===== config.mk =====
export PLATFORM = sky130hd
export DESIGN_NAME = i2s_dac_tx
export DESIGN_NICKNAME = d
export VERILOG_FILES = /design/src/rtl/i2s_pkg.sv /design/src/rtl/i2s_tx_timing.sv /design/src/rtl/i2s_dac_tx.sv
export SDC_FILE = /design/constraint.sdc
export NUM_CORES = 1
export LEC_CHECK = 0
export BUFFER_PORTS_ARGS = -buffer_cell sky130_fd_sc_hd__buf_4
export CAP_MARGIN = 40
export CORE_MARGIN = 5
export CORE_UTILIZATION = 58
export CTS_BUF_LIST = sky130_fd_sc_hd__clkbuf_8 sky130_fd_sc_hd__clkbuf_16
export CTS_CLUSTER_SIZE = 28
export DETAILED_ROUTE_END_ITERATION = 10
export HOLD_SLACK_MARGIN = 0.15
export MAX_ROUTING_LAYER = met4
export PLACE_DENSITY = 0.84
export SETUP_SLACK_MARGIN = 0.4
export SLEW_MARGIN = 20
export SYNTH_ARGS = -nofsm -noshare
export SYNTH_HDL_FRONTEND = slang
export SYNTH_SLANG_ARGS = --single-unit

===== constraint.sdc =====
create_clock -name clk -period 2.7 [get_ports clk]
set_input_delay 0.54 -clock clk [delete_from_list [all_inputs] [get_ports clk]]
set_output_delay 0.54 -clock clk [all_outputs]
set_load 0.02 [all_outputs]

===== src/rtl/i2s_pkg.sv =====
// rtl/i2s_pkg.sv - I2S transmitter format constants, defaults and width helper.
// Defining I2S_TX_LEFT_JUSTIFIED_EN selects the left-justified output format.
package i2s_pkg;

    typedef enum logic {
        FMT_I2S = 1'b0,
        FMT_LJ  = 1'b1
    } fmt_e;

    localparam int DEF_DATA_W    = 16;
    localparam int DEF_BCK_DIV   = 2;
    localparam int DEF_SLOT_BITS = 32;

`ifdef I2S_TX_LEFT_JUSTIFIED_EN
    localparam fmt_e TX_FMT = FMT_LJ;
`else
    localparam fmt_e TX_FMT = FMT_I2S;
`endif

    // Width of a counter holding values 0..n-1, never narrower than one bit.
    function automatic int cnt_w(input int n);
        return (n <= 2) ? 1 : $clog2(n);
    endfunction

endpackage


===== src/rtl/i2s_tx_timing.sv =====
// rtl/i2s_tx_timing.sv - BCK divider, bit counter, LRCK and fall/frame-load strobes.
// LRCK polarity follows I2S_TX_LEFT_JUSTIFIED_EN through i2s_pkg::TX_FMT.
module i2s_tx_timing
    import i2s_pkg::*;
#(
    parameter  int BCK_DIV   = DEF_BCK_DIV,
    parameter  int SLOT_BITS = DEF_SLOT_BITS,
    localparam int BW        = cnt_w(2 * SLOT_BITS)
) (
    input  logic          clk,
    input  logic          rst_n,
    output logic          bck,
    output logic          lrck,
    output logic          fall,
    output logic          frame_load,
    output logic [BW-1:0] bit_nxt
);

    localparam int            DW       = cnt_w(BCK_DIV);
    localparam logic [DW-1:0] DIV_LAST = DW'(BCK_DIV - 1);
    localparam logic [BW-1:0] BIT_LAST = BW'(2 * SLOT_BITS - 1);
    localparam logic [BW-1:0] SLOT     = BW'(SLOT_BITS);

    logic [DW-1:0] div_cnt;
    logic [BW-1:0] bit_cnt;
    logic          wrap;

    // bit_nxt is the bit position that becomes current on a falling toggle.
    always_comb begin
        wrap       = (div_cnt == DIV_LAST);
        fall       = wrap && bck;
        frame_load = fall && (bit_cnt == BIT_LAST);
        bit_nxt    = frame_load ? '0 : bit_cnt + 1'b1;
    end

    always_ff @(posedge clk) begin
        if (!rst_n) begin
            div_cnt <= '0;
            bit_cnt <= '0;
            bck     <= 1'b0;
            lrck    <= 1'b0;
        end else begin
            div_cnt <= wrap ? '0 : div_cnt + 1'b1;
            if (wrap) begin
                bck <= ~bck;
            end
            if (fall) begin
                bit_cnt <= bit_nxt;
                lrck    <= (bit_nxt >= SLOT) ^ (TX_FMT == FMT_LJ);
            end
        end
    end

endmodule


===== src/rtl/i2s_dac_tx.sv =====
// rtl/i2s_dac_tx.sv - Stereo I2S master transmitter with one-deep sample holding buffer.
// Format: standard I2S, or left-justified when I2S_TX_LEFT_JUSTIFIED_EN is defined.
module i2s_dac_tx
    import i2s_pkg::*;
#(
    parameter int DATA_W    = DEF_DATA_W,
    parameter int BCK_DIV   = DEF_BCK_DIV,
    parameter int SLOT_BITS = DEF_SLOT_BITS
) (
    input  logic              clk,
    input  logic              rst_n,
    input  logic              in_valid,
    output logic              in_ready,
    input  logic [DATA_W-1:0] in_left,
    input  logic [DATA_W-1:0] in_right,
    output logic              bck,
    output logic              lrck,
    output logic              sdata,
    output logic              frame_start,
    output logic              underrun
);

    localparam int            BW   = cnt_w(2 * SLOT_BITS);
    localparam int            IW   = cnt_w(DATA_W);
    localparam logic [BW-1:0] SLOT = BW'(SLOT_BITS);

    logic              fall;
    logic              frame_load;
    logic [BW-1:0]     bit_nxt;

    logic              hold_full;
    logic              hold_full_nxt;
    logic [DATA_W-1:0] hold_l;
    logic [DATA_W-1:0] hold_r;
    logic [DATA_W-1:0] sh_l;
    logic [DATA_W-1:0] sh_r;

    logic              accept;
    logic [DATA_W-1:0] cur_l;
    logic [DATA_W-1:0] cur_r;
    logic [DATA_W-1:0] smp;
    logic [BW-1:0]     s;
    logic [IW-1:0]     idx;
    logic              bit_val;
    int                s_i;

    i2s_tx_timing #(
        .BCK_DIV   (BCK_DIV),
        .SLOT_BITS (SLOT_BITS)
    ) u_timing (
        .clk        (clk),
        .rst_n      (rst_n),
        .bck        (bck),
        .lrck       (lrck),
        .fall       (fall),
        .frame_load (frame_load),
        .bit_nxt    (bit_nxt)
    );

    // On the load edge the new frame's samples are not yet in sh_l/sh_r, so
    // the bit driven at that edge is taken from what is being loaded.
    always_comb begin
        accept  = in_valid && in_ready;
        cur_l   = frame_load ? (hold_full ? hold_l : '0) : sh_l;
        cur_r   = frame_load ? (hold_full ? hold_r : '0) : sh_r;
        smp     = (bit_nxt < SLOT) ? cur_l : cur_r;
        s       = (bit_nxt < SLOT) ? bit_nxt : bit_nxt - SLOT;
        s_i     = int'(s);
        idx     = '0;
        bit_val = 1'b0;
        if (TX_FMT == FMT_LJ) begin
            if (s_i < DATA_W) begin
                idx     = IW'(DATA_W - 1 - s_i);
                bit_val = smp[idx];
            end
        end else begin
            if (s_i >= 1 && s_i <= DATA_W) begin
                idx     = IW'(DATA_W - s_i);
                bit_val = smp[idx];
            end
        end
        hold_full_nxt = accept ? 1'b1 : (frame_load ? 1'b0 : hold_full);
    end

    always_ff @(posedge clk) begin
        if (!rst_n) begin
            hold_full   <= 1'b0;
            hold_l      <= '0;
            hold_r      <= '0;
            sh_l        <= '0;
            sh_r        <= '0;
            sdata       <= 1'b0;
            frame_start <= 1'b0;
            underrun    <= 1'b0;
            in_ready    <= 1'b0;
        end else begin
            if (accept) begin
                hold_l <= in_left;
                hold_r <= in_right;
            end
            if (frame_load) begin
                sh_l <= cur_l;
                sh_r <= cur_r;
            end
            if (fall) begin
                sdata <= bit_val;
            end
            hold_full   <= hold_full_nxt;
            in_ready    <= !hold_full_nxt && !frame_load;
            frame_start <= frame_load;
            underrun    <= frame_load && !hold_full;
        end
    end

endmodule

Word level (Yosys, flattened, before mapping)
Index checks and enable logic that the tools add are counted.
{ "classes": {"eq_ne": 1, "n_reduce_logical": 10, "magnitude_cmp": 5, "n_bitwise": 2, "addsub": 4, "n_mux": 12} }
{ "op_table": {"columns": ["op", "n"], "rows": [
  ["16-bit 2-to-1 mux", 5],
  ["6-bit 2-to-1 mux", 2],
  ["6-bit by 1-bit adder with 6-bit output (second input constant)", 1],
  ["6-bit equality test (second input constant)", 1],
  ["6-bit by 1-bit >= comparator with 1-bit output (second input constant)", 1],
  ["6-bit >= comparator (second input constant)", 1],
  ["6-bit by 5-bit <= comparator with 1-bit output (second input constant)", 1],
  ["1-bit logical AND", 6],
  ["6-bit less-than comparator (second input constant)", 1],
  ["6-bit subtractor (second input constant)", 1],
  ["4-bit by 5-bit less-than comparator with 1-bit output (second input constant)", 1],
  ["1-bit binary-select mux with 4-bit select", 1],
  ["1-bit 2-to-1 mux", 4],
  ["1-bit by 4-bit subtractor with 4-bit output (first input constant)", 1],
  ["1-bit zero test", 3],
  ["1-bit NOT", 2],
  ["2-bit OR reduction", 1],
  ["1-bit adder (second input constant)", 1]
]} }
{ "word_totals": {"word_cells": 47, "in_bits": 35, "out_inout_bits": 6, "ff_bits": 78} }

Depth between registers and ports, before layout
Gate-level depths: netlist of run 1.
{ "logic_depth": {"ltp_word": 9, "mapped_depth": 10, "mapped_depth_nobuf": 8} }

By module
Synthesis of run 1 repeated with hierarchy kept, for this count alone.
{ "hier_totals": {"hier_cells": 430, "hier_area_um2": 3714.8} }
{ "modules_own_cells": {"columns": ["mod", "cells_each", "instances", "area_per_inst_um2", "seq_area_each_um2"], "rows": [
  ["i2s_dac_tx", 379, 1, 3304.4, 1381.3],
  ["i2s_tx_timing", 51, 1, 410.4, 160.2]
]} }

Worst setup path after synthesis of run 1
Ideal clock, no wire load.
{ "synth_timing": {"kind": "register to register", "from": "reg u_timing.bit_cnt[1]", "to": "reg sdata", "path_slack_ps": 553, "t_arrival_ps": 2068, "synth_period_minus_slack_ps": 2147, "n_path_buf": 1, "setup_time_ps": 79, "stages_incl_launch_ff": 10, "required_time_ps": 2621, "cell_sequence": "dfxtp_1 > ha_1 > nand4_4 > buf_6 > nor3_2 > a21oi_1 > mux4_2 > mux2i_1 > o2111ai_1 > a22oi_1"} }
{ "synth_between": {"elab_chain_len": 9, "elab_cells_between_ends": 17, "cone_classes": "add/sub: 3; order compare: 3; eq/ne: 1; mux: 8; reduce/logical: 2"} }
{ "synth_rtl": {"columns": ["item", "line_no", "text"], "rows": [
  ["start, declared", "i2s_tx_timing.sv:25", "logic [BW-1:0] bit_cnt;"],
  ["start signal, assigned", "i2s_tx_timing.sv:48", "bit_cnt <= bit_nxt;"],
  ["branches (longest 8 deep; another with 6-bit by 1-bit adder with 6-bit output)", null, null],
  ["1-bit 2-to-1 mux (*)", "i2s_dac_tx.sv:77", "if (s_i >= 1 && s_i <= DATA_W) begin"],
  ["end signal, assigned", "i2s_dac_tx.sv:106", "sdata <= bit_val;"],
  ["end, declared", "i2s_dac_tx.sv:18", "output logic sdata,"]
]} }
Every way passes the cells marked *. The select of a mux whose other input is x is not followed.
A chain may end at the register's enable or synchronous reset.

Worst setup path after layout of run 1
Ends and elaborated chain as after synthesis.

==> key figures, run 1 <==
Clocking
  • CTS sink cnt: 78
  • Clk pin slew, worst setup/hold paths: 0.08 ns
  • Worst skew pair latency: 0.35 ns
  • H-tree levels: 3
  • Total CTS buffers: 9
  • Maximum buffer depth of the clock tree: 2
  • CTS root buf: clkbuf_8
  • CTS tree: yes

Synthesis
  • Count leader, synth: nand2_1
  • Yosys warns: 0
  • Syn avg cell area: 8.18 um2
  • Yosys cell types: 40
  • Synth top cells by count: nand2_1, dfxtp_1, a21boi_0, nand3_1, a21oi_1
  • Predominant post-synthesis flop cell: dfxtp_1
  • Largest area contributor in the netlist: dfxtp_1
  • Cells after synthesis: 447
  • Synthesized flop and latch total: 78
  • Register area share after synthesis: 42.7%
  • Syn Nets: 484
  • Number of synthesized flops with an enable pin: 0
  • Async S/R FF share, synth: 0%
  • Yosys top cell area share: 42.7%
  • Synth top area cells: dfxtp_1, nand2_1, a21boi_0
  • Synthesized area: 3660 um2

Timing
  • # setup viols final: 0
  • Measured slew at the worst slew-check pin: 0.478 ns
  • Final period util: 81.6%
  • Max-slew violation count: 0
  • Slew headroom: 68.2%
  • Clock Skew: 0.00969 ns
  • Sum Neg Setup Slack: 0 ns
  • Post-route minimum period: 2.20 ns
  • Fin. Hold Viols: 0
  • Fmax: 454 MHz
  • RSZ-0062 raised after global routing: no

Global route
  • Overflow left after global routing: 0
  • First-pass GRT wire length: 14.0 mm
  • Vias in the first global route: 2,999
  • Overall Global Routing Usage: 23.3%
  • Pin count of the biggest net entering global routing: 62
  • Initial antenna violation count: 0

Power
  • Leakage: 1.57 nW
  • PD cells: 544 nW/um2
  • Combinational Power Share: 7.7%
  • Int Pwr: 1.81 mW
  • Clk pwr share: 41.3%
  • Switching power: 0.548 mW
  • Max rail drop VDD: 424 uV
  • Sw Ratio: 23.2%
  • Flop pwr share: 51.0%

Placed design
  • PortBufs: 40
  • Detailed Place HPWL: 5.60 mm
  • GPL Wtd Cong: 0.905
  • DP Cell Count: 543

Worst hold path
  • Hold Path Class: in -> reg
  • Hold depth: 3

Cells and area
  • Antenna cell count: 0
  • Final non-filler cell total: 562
  • Layout cell share with drive strength beyond 1: 21.9%
  • Syn-to-layout area delta: 18.9%
  • Layout Nets: 518

Worst setup path
  • Reg2reg setup slack: 0.50 ns
  • Crit-path max FO: 21
  • Cell mode on critical path: buf_12
  • CP required: 2.97 ns
  • CP arrival: 2.48 ns
  • Crit path cell chain: ha_4 > nand4_4 > buf_12 > or2_4 > buf_12 > a21oi_1 > mux4_2 > mux2i_1 > o2111ai_1 > a22oi_1
  • Worst reg-to-reg path cell count: 10
  • Worst path max stage delay: 0.46 ns
  • Crit Path Category: reg -> reg
  • Crit. End Element: flop
  • Slowest CP cell: mux4_2
  • CP startpoint kind: flop

Floorplanning
  • Core Box Area: 6240 um2
  • Die width: 89.4 um
  • Row Count: 29
  • Die area: 7990 um2
  • Top-Level Pins: 41
  • Starting Density: 58.6%
  • Die Height: 89.4 um

Routing
  • Post-DRT Antenna Nets: 0
  • Drt drc: 0
  • First-pass DRT Iterations: 4
  • DRT iter0 DRCs: 183
  • Total vias in the final route: 3,172
  • DRT Wirelength: 8.62 mm
  • Routed len/inst: 15.3 um
  • Via density: 5.64

Status
  • Status: complete, no violations

Flow run
  • Max-cap violations: 0
registers in the layout, summed over array words and instances (netlist names):
register,cells
frame_start,1
hold_full,1
hold_l,16
hold_r,16
in_ready,1
sdata,1
sh_l,16
sh_r,16
u_timing.bck,1
u_timing.bit_cnt,6
u_timing.div_cnt,1
u_timing.lrck,1
underrun,1
worst max-delay path: cells and delay by family (launching register included):
kind | cells | cell delay (ns)
muxes | 2 | 0.62
and+or+nand+nor | 2 | 0.25
AOI/OAI and AO/OA | 3 | 0.39
buffers and inverters | 2 | 0.31
DFF | 1 | 0.36
adders and majority gates | 1 | 0.19
per-layer routing:
layer	track usage (%)	share of wire [%]	wire length [um]
met1	29.5	44	3810
met4	9.47	1.9	165
met2	36.4	48	4130
met5	-	0	0
met3	4.70	5.9	511
kinds of logic (layout without fill, tap and decap cells):
| kind of cell | count (synthesis) | count (layout) | share of synthesized area (%) |
|---|---|---|---|
| adder cells (fa/ha/maj) | 2 | 2 | 0.684 |
| AND/OR/NAND/NOR | 198 | 198 | 25.1 |
| multiplexers | 16 | 16 | 5.48 |
| buffers and inverters | 39 | 77 | 4.89 |
| XOR/XNOR | 5 | 5 | 1.20 |
| flip-flops | 78 | 78 | 42.7 |
| AO/OA/AOI/OAI | 109 | 109 | 19.9 |
cell type report:
class	instances	area, um2
Inverter	4	15.0
Fill cell	489	1900
Tap cell	77	96.3
Multi-Input combinational cell	330	1960
Sequential cell	78	1570
Timing Repair Buffer	58	483
Clock inverter	5	82.6
Clock buffer	10	138
power groups by stage:
stage	sequential [mW]	clock, mW	combinational (mW)
2_1_floorplan	1.23	0	0.111
3_3_place_gp	1.23	0	0.179
3_5_place_dp	1.23	0	0.182
4_1_cts	1.21	0.984	0.182
5_1_grt	1.21	1.04	0.202
6_report	1.20	0.975	0.182
timing repair:
| action | in CTS | in global routing |
|---|---|---|
| setup endpoints to repair | 1 | 1 |
| pin swaps | 1 | 0 |
| gates cloned | 0 | 2 |
| setup buffers | 2 | 0 |
| hold buffers | 0 | 0 |
| gates resized for setup | 5 | 17 |
| endpoints found under the hold margin | 0 | 0 |
final timing paths:
path / end / start
min reg2reg: sh_l[8]$_SDFFE_PN0N_ / sh_l[8]$_SDFFE_PN0N_
max: sdata$_SDFFE_PN0P_ / u_timing.bit_cnt[1]$_SDFFE_PN0P_
min: hold_r[2]$_SDFFE_PN0P_ / in_right[2]
max reg2reg: sdata$_SDFFE_PN0P_ / u_timing.bit_cnt[1]$_SDFFE_PN0P_
metrics by stage:
step	worst slack [ns]	hold WS (ns)	area, um2	total power [mW]	util [%]
after floorplan	0.553	0.438	3660	1.34	-
after global placement	0.313	0.449	4010	1.41	64.2
after detailed placement	0.223	0.456	4010	1.41	64.2
after CTS	0.401	0.434	4270	2.37	68.4
after global routing	0.368	0.425	4350	2.45	69.6
final	0.496	0.434	4350	2.36	69.6
placed cells by master (no fill, tap or decap), types with 2 or more instances in the layout:
cell type / count
o211ai_1: 4
a21oi_1: 22
a211oi_1: 2
buf_6: 2
inv_1: 4
dfxtp_1: 72
nor3_2: 6
and3_1: 3
clkbuf_8: 10
buf_4: 52
nor3b_1: 2
nand2_1: 111
mux4_2: 2
dfxtp_2: 4
o21ai_0: 16
mux2i_1: 2
and2_1: 10
xnor2_1: 3
nand3_1: 31
xor2_1: 2
nor2_1: 10
bufinv_16: 2
mux2_2: 12
nor2_2: 2
dfxtp_4: 2
nor3_1: 4
a21boi_0: 54
a22oi_1: 2
buf_12: 2
nor2b_1: 13
(Power assumes the default switching activity.)
==> run 2, diff against run 1 <==
ABC_AREA = 1   (was default)
CORE_UTILIZATION = 52   (was 58)
PLACE_DENSITY = 0.8   (was 0.84)
clock period = 1.8 ns   (was 2.7 ns; I/O delays follow)
==> key figures, run 2 <==
Worst hold path
  • Worst Hold End: hold_r[15]$_SDFFE_PN0P_
  • Hold Path Class: in -> reg
  • Hold Startpoint: in_right[15]
  • Hold depth: 3

Floorplanning
  • Die width: 93.4 um
  • Top-Level Pins: 41
  • Starting Density: 53.3%
  • Core Box Area: 6790 um2
  • Row Count: 30
  • Die Height: 93.4 um
  • Die area: 8730 um2

Global route
  • Met3 usage: 4.99%
  • Initial antenna violation count: 0
  • M2 GR Usage: 36.0%
  • Overall Global Routing Usage: 22.3%
  • Overflow left after global routing: 0
  • First-pass GRT wire length: 15.2 mm
  • GRT busiest layer: met2
  • GRT met1 Usage: 27.5%
  • Pin count of the biggest net entering global routing: 36
  • Vias in the first global route: 3,361

Routing
  • Routed len/inst: 13.2 um
  • DRT iter0 DRCs: 181
  • Via density: 5.10
  • DRT Wirelength: 8.98 mm
  • First-pass DRT Iterations: 4
  • Drt drc: 0
  • Post-DRT Antenna Nets: 0
  • Total vias in the final route: 3,469

Clocking
  • Clk pin slew, worst setup/hold paths: 0.08 ns
  • CTS sink cnt: 78
  • Worst skew pair latency: 0.36 ns
  • H-tree levels: 3
  • CTS tree: yes
  • Maximum buffer depth of the clock tree: 2
  • Total CTS buffers: 9
  • Hold Buf Count CTS: 0
  • CTS root buf: clkbuf_8

Timing
  • Sum Neg Setup Slack: -0.106 ns
  • Clock Skew: 0.0112 ns
  • Fmax: 525 MHz
  • Slew headroom: 79.6%
  • Post-route minimum period: 1.91 ns
  • # setup viols final: 1
  • Fin. Hold Viols: 0
  • Worst hold margin: 0.252 ns
  • Fin worst setup slack: -0.106 ns
  • Final period util: 106%
  • Measured slew at the worst slew-check pin: 0.304 ns
  • Max-slew violation count: 0
  • RSZ-0062 raised after global routing: yes

Synthesis
  • Yosys cell types: 30
  • Register area share after synthesis: 43.1%
  • Count leader, synth: nand2_1
  • Largest area contributor in the netlist: dfxtp_1
  • Syn Nets: 561
  • Number of synthesized flops with an enable pin: 0
  • Yosys warns: 0
  • Synthesized area: 3620 um2
  • Predominant post-synthesis flop cell: dfxtp_1
  • Yosys top cell area share: 43.1%
  • Synth top area cells: dfxtp_1, nand2_1, nor2_1
  • Cells after synthesis: 524
  • Async S/R FF share, synth: 0%
  • Synth top cells by count: nand2_1, nor2_1, dfxtp_1, inv_1, o21ai_0
  • Synthesized flop and latch total: 78
  • Syn avg cell area: 6.91 um2

Cells and area
  • Syn-to-layout area delta: 31.5%
  • Layout Nets: 616
  • Most frequent cells in the layout: nand2_1, nor2_1, dfxtp_1
  • Layout cell share with drive strength beyond 1: 27.6%
  • Antenna cell count: 0
  • Commonest non-fill, non-tap cell in the layout: nand2_1
  • Fillers: 547

Placed design
  • PortBufs: 40
  • GPL Wtd Cong: 0.884
  • Detailed Place HPWL: 6.19 mm

Worst setup path
  • Reg2reg setup slack: -0.11 ns
  • Worst reg-to-reg path cell count: 16
  • CP arrival: 2.16 ns
  • Crit Path Category: reg -> reg
  • CP startpoint kind: flop
  • Worst R2R Start: u_timing.bit_cnt[0]$_SDFFE_PN0P_
  • Worst flop-to-flop path endpoint: sdata$_SDFFE_PN0P_
  • Crit. End Element: flop
  • CP required: 2.05 ns
  • Crit-path max FO: 13

Power
  • Max rail drop VDD: 576 uV
  • PD cells: 784 nW/um2
  • Final Power: 3.73 mW
  • Leakage: 2.09 nW

Status
  • Failing checks: setup timing
  • Status: complete, but fails checks

Flow run
  • Max-cap violations: 0
## run 2: critical path: stages (launching register included)
cell and delay (ns):
dfxtp_2 0.36, ha_4 0.15, nand2_4 0.06, nor2_4 0.14, nand3_4 0.11, buf_8 0.17
buf_16 0.16, nand2_2 0.07, nand2_1 0.06, nand2_1 0.08, nand3_2 0.05, nand2_1 0.06
nor2_1 0.04, nand2_1 0.09, nand3_2 0.08, nand3_2 0.07, nand2_1 0.05
## run 2: final cells by class
| class | count | area, um2 | area share (%) |
|---|---|---|---|
| clock buffers | 9 | 124 | 2.60 |
| clock inverters | 7 | 113 | 2.37 |
| inverters | 46 | 178 | 3.73 |
| multi-input cells | 371 | 1970 | 41.3 |
| flip-flops and latches | 78 | 1560 | 32.9 |
| well taps | 96 | 120 | 2.52 |
| repair buffers | 73 | 694 | 14.6 |
## run 2: report_power, final
part           switching, mW  internal (mW)
clock                  0.650          0.916
sequential            0.0341           1.79
combinational          0.193          0.150
total                  0.877           2.85
## run 2: per-layer routing
layer  up-vias  wire length (um)
li1       1761                 -
met4         0               148
met2        83              4460
met1      1611              3960
met3        14               408
met5         -                 0
## run 2: worst max path at each step
stage | end | cells after the start | slack (ns) | start
after floorplan | sdata$_SDFFE_PN0P_ | 13 | 0.1 | u_timing.bit_cnt[1]$_SDFFE_PN0P_
after detailed placement | sdata$_SDFFE_PN0P_ | 15 | -0.03 | u_timing.bit_cnt[1]$_SDFFE_PN0P_
after CTS | sdata$_SDFFE_PN0P_ | 16 | -0.02 | u_timing.bit_cnt[1]$_SDFFE_PN0P_
final | sdata$_SDFFE_PN0P_ | 16 | -0.11 | u_timing.bit_cnt[0]$_SDFFE_PN0P_
after global routing | sdata$_SDFFE_PN0P_ | 15 | -0.26 | u_timing.bit_cnt[0]$_SDFFE_PN0P_
after global placement | sdata$_SDFFE_PN0P_ | 15 | -0.0008 | u_timing.bit_cnt[1]$_SDFFE_PN0P_
## run 2: stage by stage
| step | utilization, % | worst slack, ns | cells | instance area, um2 |
|---|---|---|---|---|
| 2_1_floorplan | - | 0.0970 | 524 | 3630 |
| 3_5_place_dp | 60.2 | -0.0280 | 654 | 4090 |
| 4_1_cts | 66.8 | -0.0187 | 677 | 4540 |
| 5_1_grt | 70.0 | -0.258 | 680 | 4760 |
| 3_3_place_gp | 60.0 | -0.000755 | 653 | 4070 |
| 6_report | 70.0 | -0.106 | 680 | 4760 |
## run 2: cells by family (layout without fill, tap and decap cells)
family | Yosys count | in the layout | share of synthesized area, %
AO/OA/AOI/OAI | 74 | 74 | 11.4
adder cells (fa/ha/maj) | 2 | 2 | 0.691
AND/OR/NAND/NOR | 291 | 291 | 34.0
buffers and inverters | 75 | 135 | 9.85
flip-flops | 78 | 78 | 43.1
XOR/XNOR | 4 | 4 | 0.968
## run 2: timing repair
action	CTS	global route
gates cloned	2	1
buffers inserted	5	2
pin swaps	2	17
endpoints found under the setup margin	17	42
gates resized for setup	30	54
==> run 3, diff against run 2 <==
CELL_PAD_IN_SITES_DETAIL_PLACEMENT = 1   (was default)
CELL_PAD_IN_SITES_GLOBAL_PLACEMENT = 2   (was default)
CORE_UTILIZATION = 29   (was 52)
clock period = 1.7 ns   (was 1.8 ns; I/O delays follow)
==> key figures, run 3 (synthesized netlist as in run 2, its figures left out) <==
Clocking
  • Total CTS buffers: 9
  • Maximum buffer depth of the clock tree: 2
  • CTS root buf: clkbuf_16
  • H-tree levels: 3
  • CTS tree: yes
  • CTS sink cnt: 78
  • Clk pin slew, worst setup/hold paths: 0.07 ns
  • Worst skew pair latency: 0.34 ns

Routing
  • Total vias in the final route: 3,605
  • DRT Wirelength: 11.7 mm
  • First-pass DRT Iterations: 5
  • Drt drc: 0
  • Routed length on met3: 301 um
  • Met1 wire length: 5.42 mm
  • Via density: 4.61
  • Max layer used: met4
  • DRT iter0 DRCs: 134
  • Routed len/inst: 14.9 um
  • Met2 WL post-DR: 5.80 mm
  • Post-DRT Antenna Nets: 0

Timing
  • Fin worst setup slack: -0.266 ns
  • Max-slew violation count: 0
  • Post-route minimum period: 1.97 ns
  • Sum Neg Setup Slack: -0.558 ns
  • Fin. Hold Viols: 0
  • Final period util: 116%
  • Fmax: 509 MHz
  • RSZ-0062 raised after global routing: yes
  • Clock Skew: 0.00752 ns
  • # setup viols final: 3
  • Worst hold margin: 0.253 ns
  • Measured slew at the worst slew-check pin: 0.439 ns
  • Slew headroom: 70.7%

Cells and area
  • Area of the multi-input gates: 2070 um2
  • Sequential standard cell area: 1570 um2
  • Most frequent cells in the layout: nand2_1, nor2_1, dfxtp_1, buf_4, inv_1
  • Commonest non-fill, non-tap cell in the layout: nand2_1
  • Antenna cell count: 0
  • Layout cell share with drive strength beyond 1: 31.9%
  • Fillers: 1,530
  • Syn-to-layout area delta: 46.6%
  • Layout Nets: 646

Power
  • Leakage: 2.28 nW
  • Max rail drop VDD: 440 uV
  • Final Power: 4.39 mW
  • PD cells: 828 nW/um2

Worst setup path
  • CP required: 1.98 ns
  • Crit. End Element: flop
  • Crit-path max FO: 19
  • Crit Path Category: reg -> reg
  • CP startpoint kind: flop
  • Worst flop-to-flop path endpoint: sdata$_SDFFE_PN0P_
  • CP arrival: 2.25 ns
  • Reg2reg setup slack: -0.27 ns
  • Worst reg-to-reg path cell count: 15
  • Worst R2R Start: u_timing.bit_cnt[0]$_SDFFE_PN0P_

Global route
  • Initial antenna violation count: 0
  • Vias in the first global route: 3,867
  • Pin count of the biggest net entering global routing: 35
  • Overall Global Routing Usage: 16.2%
  • Overflow left after global routing: 0
  • First-pass GRT wire length: 18.8 mm

Worst hold path
  • Hold Path Class: in -> reg
  • Hold Startpoint: in_right[7]
  • Worst Hold End: hold_r[7]$_SDFFE_PN0P_
  • Hold depth: 3

Floorplanning
  • Row Count: 40
  • Die width: 122 um
  • Starting Density: 29.9%
  • Core Box Area: 12,100 um2
  • Top-Level Pins: 41
  • Die Height: 122 um
  • Die area: 14,800 um2

Flow run
  • Max-cap violations: 0

Status
  • Status: complete, but fails checks
  • Failing checks: setup timing

Placed design
  • DP Worst Slack: -0.212 ns
  • GPL Wtd Cong: 0.822
  • Detailed Place HPWL: 7.93 mm
  • PortBufs: 40
==> run 3: cell types whose count changed in the layout (fill, tap and decap cells not counted), sizes merged <==
cell,delta
inv,-1
buf,+27
clkinv,+1
clkbuf,+2
bufinv,-1
clkinvlp,+1
nand3,+1
==> run 3: what timing repair did <==
item,in CTS,in global routing
pin swaps,3,23
hold buffers,0,0
cloned,0,5
resized for setup,32,62
setup endpoints to repair,45,46
buffers inserted,5,4
==> run 3: worst max path at each step <==
stage	to	cells past startpoint	from	slack (ns)
2_1_floorplan	sdata$_SDFFE_PN0P_	13	u_timing.bit_cnt[1]$_SDFFE_PN0P_	-0.003
3_3_place_gp	sdata$_SDFFE_PN0P_	14	u_timing.bit_cnt[1]$_SDFFE_PN0P_	-0.18
3_5_place_dp	sdata$_SDFFE_PN0P_	15	u_timing.bit_cnt[1]$_SDFFE_PN0P_	-0.21
4_1_cts	sdata$_SDFFE_PN0P_	14	u_timing.bit_cnt[1]$_SDFFE_PN0P_	-0.20
5_1_grt	sdata$_SDFFE_PN0P_	15	u_timing.bit_cnt[0]$_SDFFE_PN0P_	-0.39
6_report	sdata$_SDFFE_PN0P_	15	u_timing.bit_cnt[0]$_SDFFE_PN0P_	-0.27
==> run 3: routing by layer <==
layer	GRT usage, %	vias up
li1	-	1822
met1	19.3	1723
met2	28.1	45
met3	2.97	15
met4	4.34	0
met5	-	-
==> run 3: area by class of cell <==
type	instances	area share, %
multi-input combinational	372	38.9
tap	168	3.96
timing repair buffer	102	18.4
clock inverter	7	1.70
clock buffer	9	4.24
sequential	78	29.5
inverter	46	3.25
==> run 3: stage by stage <==
step | util, % | cell area [um2] | instances
floorplan | - | 3670 | 524
global placement | 36.6 | 4430 | 752
detailed placement | 36.6 | 4430 | 752
CTS | 40.7 | 4920 | 773
global route | 43.8 | 5310 | 782
finish | 43.8 | 5310 | 782
==> run 3: critical path, stage by stage, from the launching register on <==
cell and delay (ns):
dfxtp_2 0.36, ha_4 0.15, nand2_4 0.05, nor2_4 0.17, buf_4 0.16, buf_12 0.15, nand4_1 0.14, nand2_1 0.11
nand2_1 0.06, nand3_1 0.08, nand2_1 0.06, nor2_1 0.10, nand2_1 0.06, nand3_1 0.09, nand3_1 0.07, nand2_1 0.06
==> run 3: power breakdown <==
part           total [mW]  internal [mW]  switching (mW)
registers            1.93           1.89          0.0348
clock network        2.07           1.28           0.792
logic               0.394          0.171           0.223
total                4.39           3.34            1.05
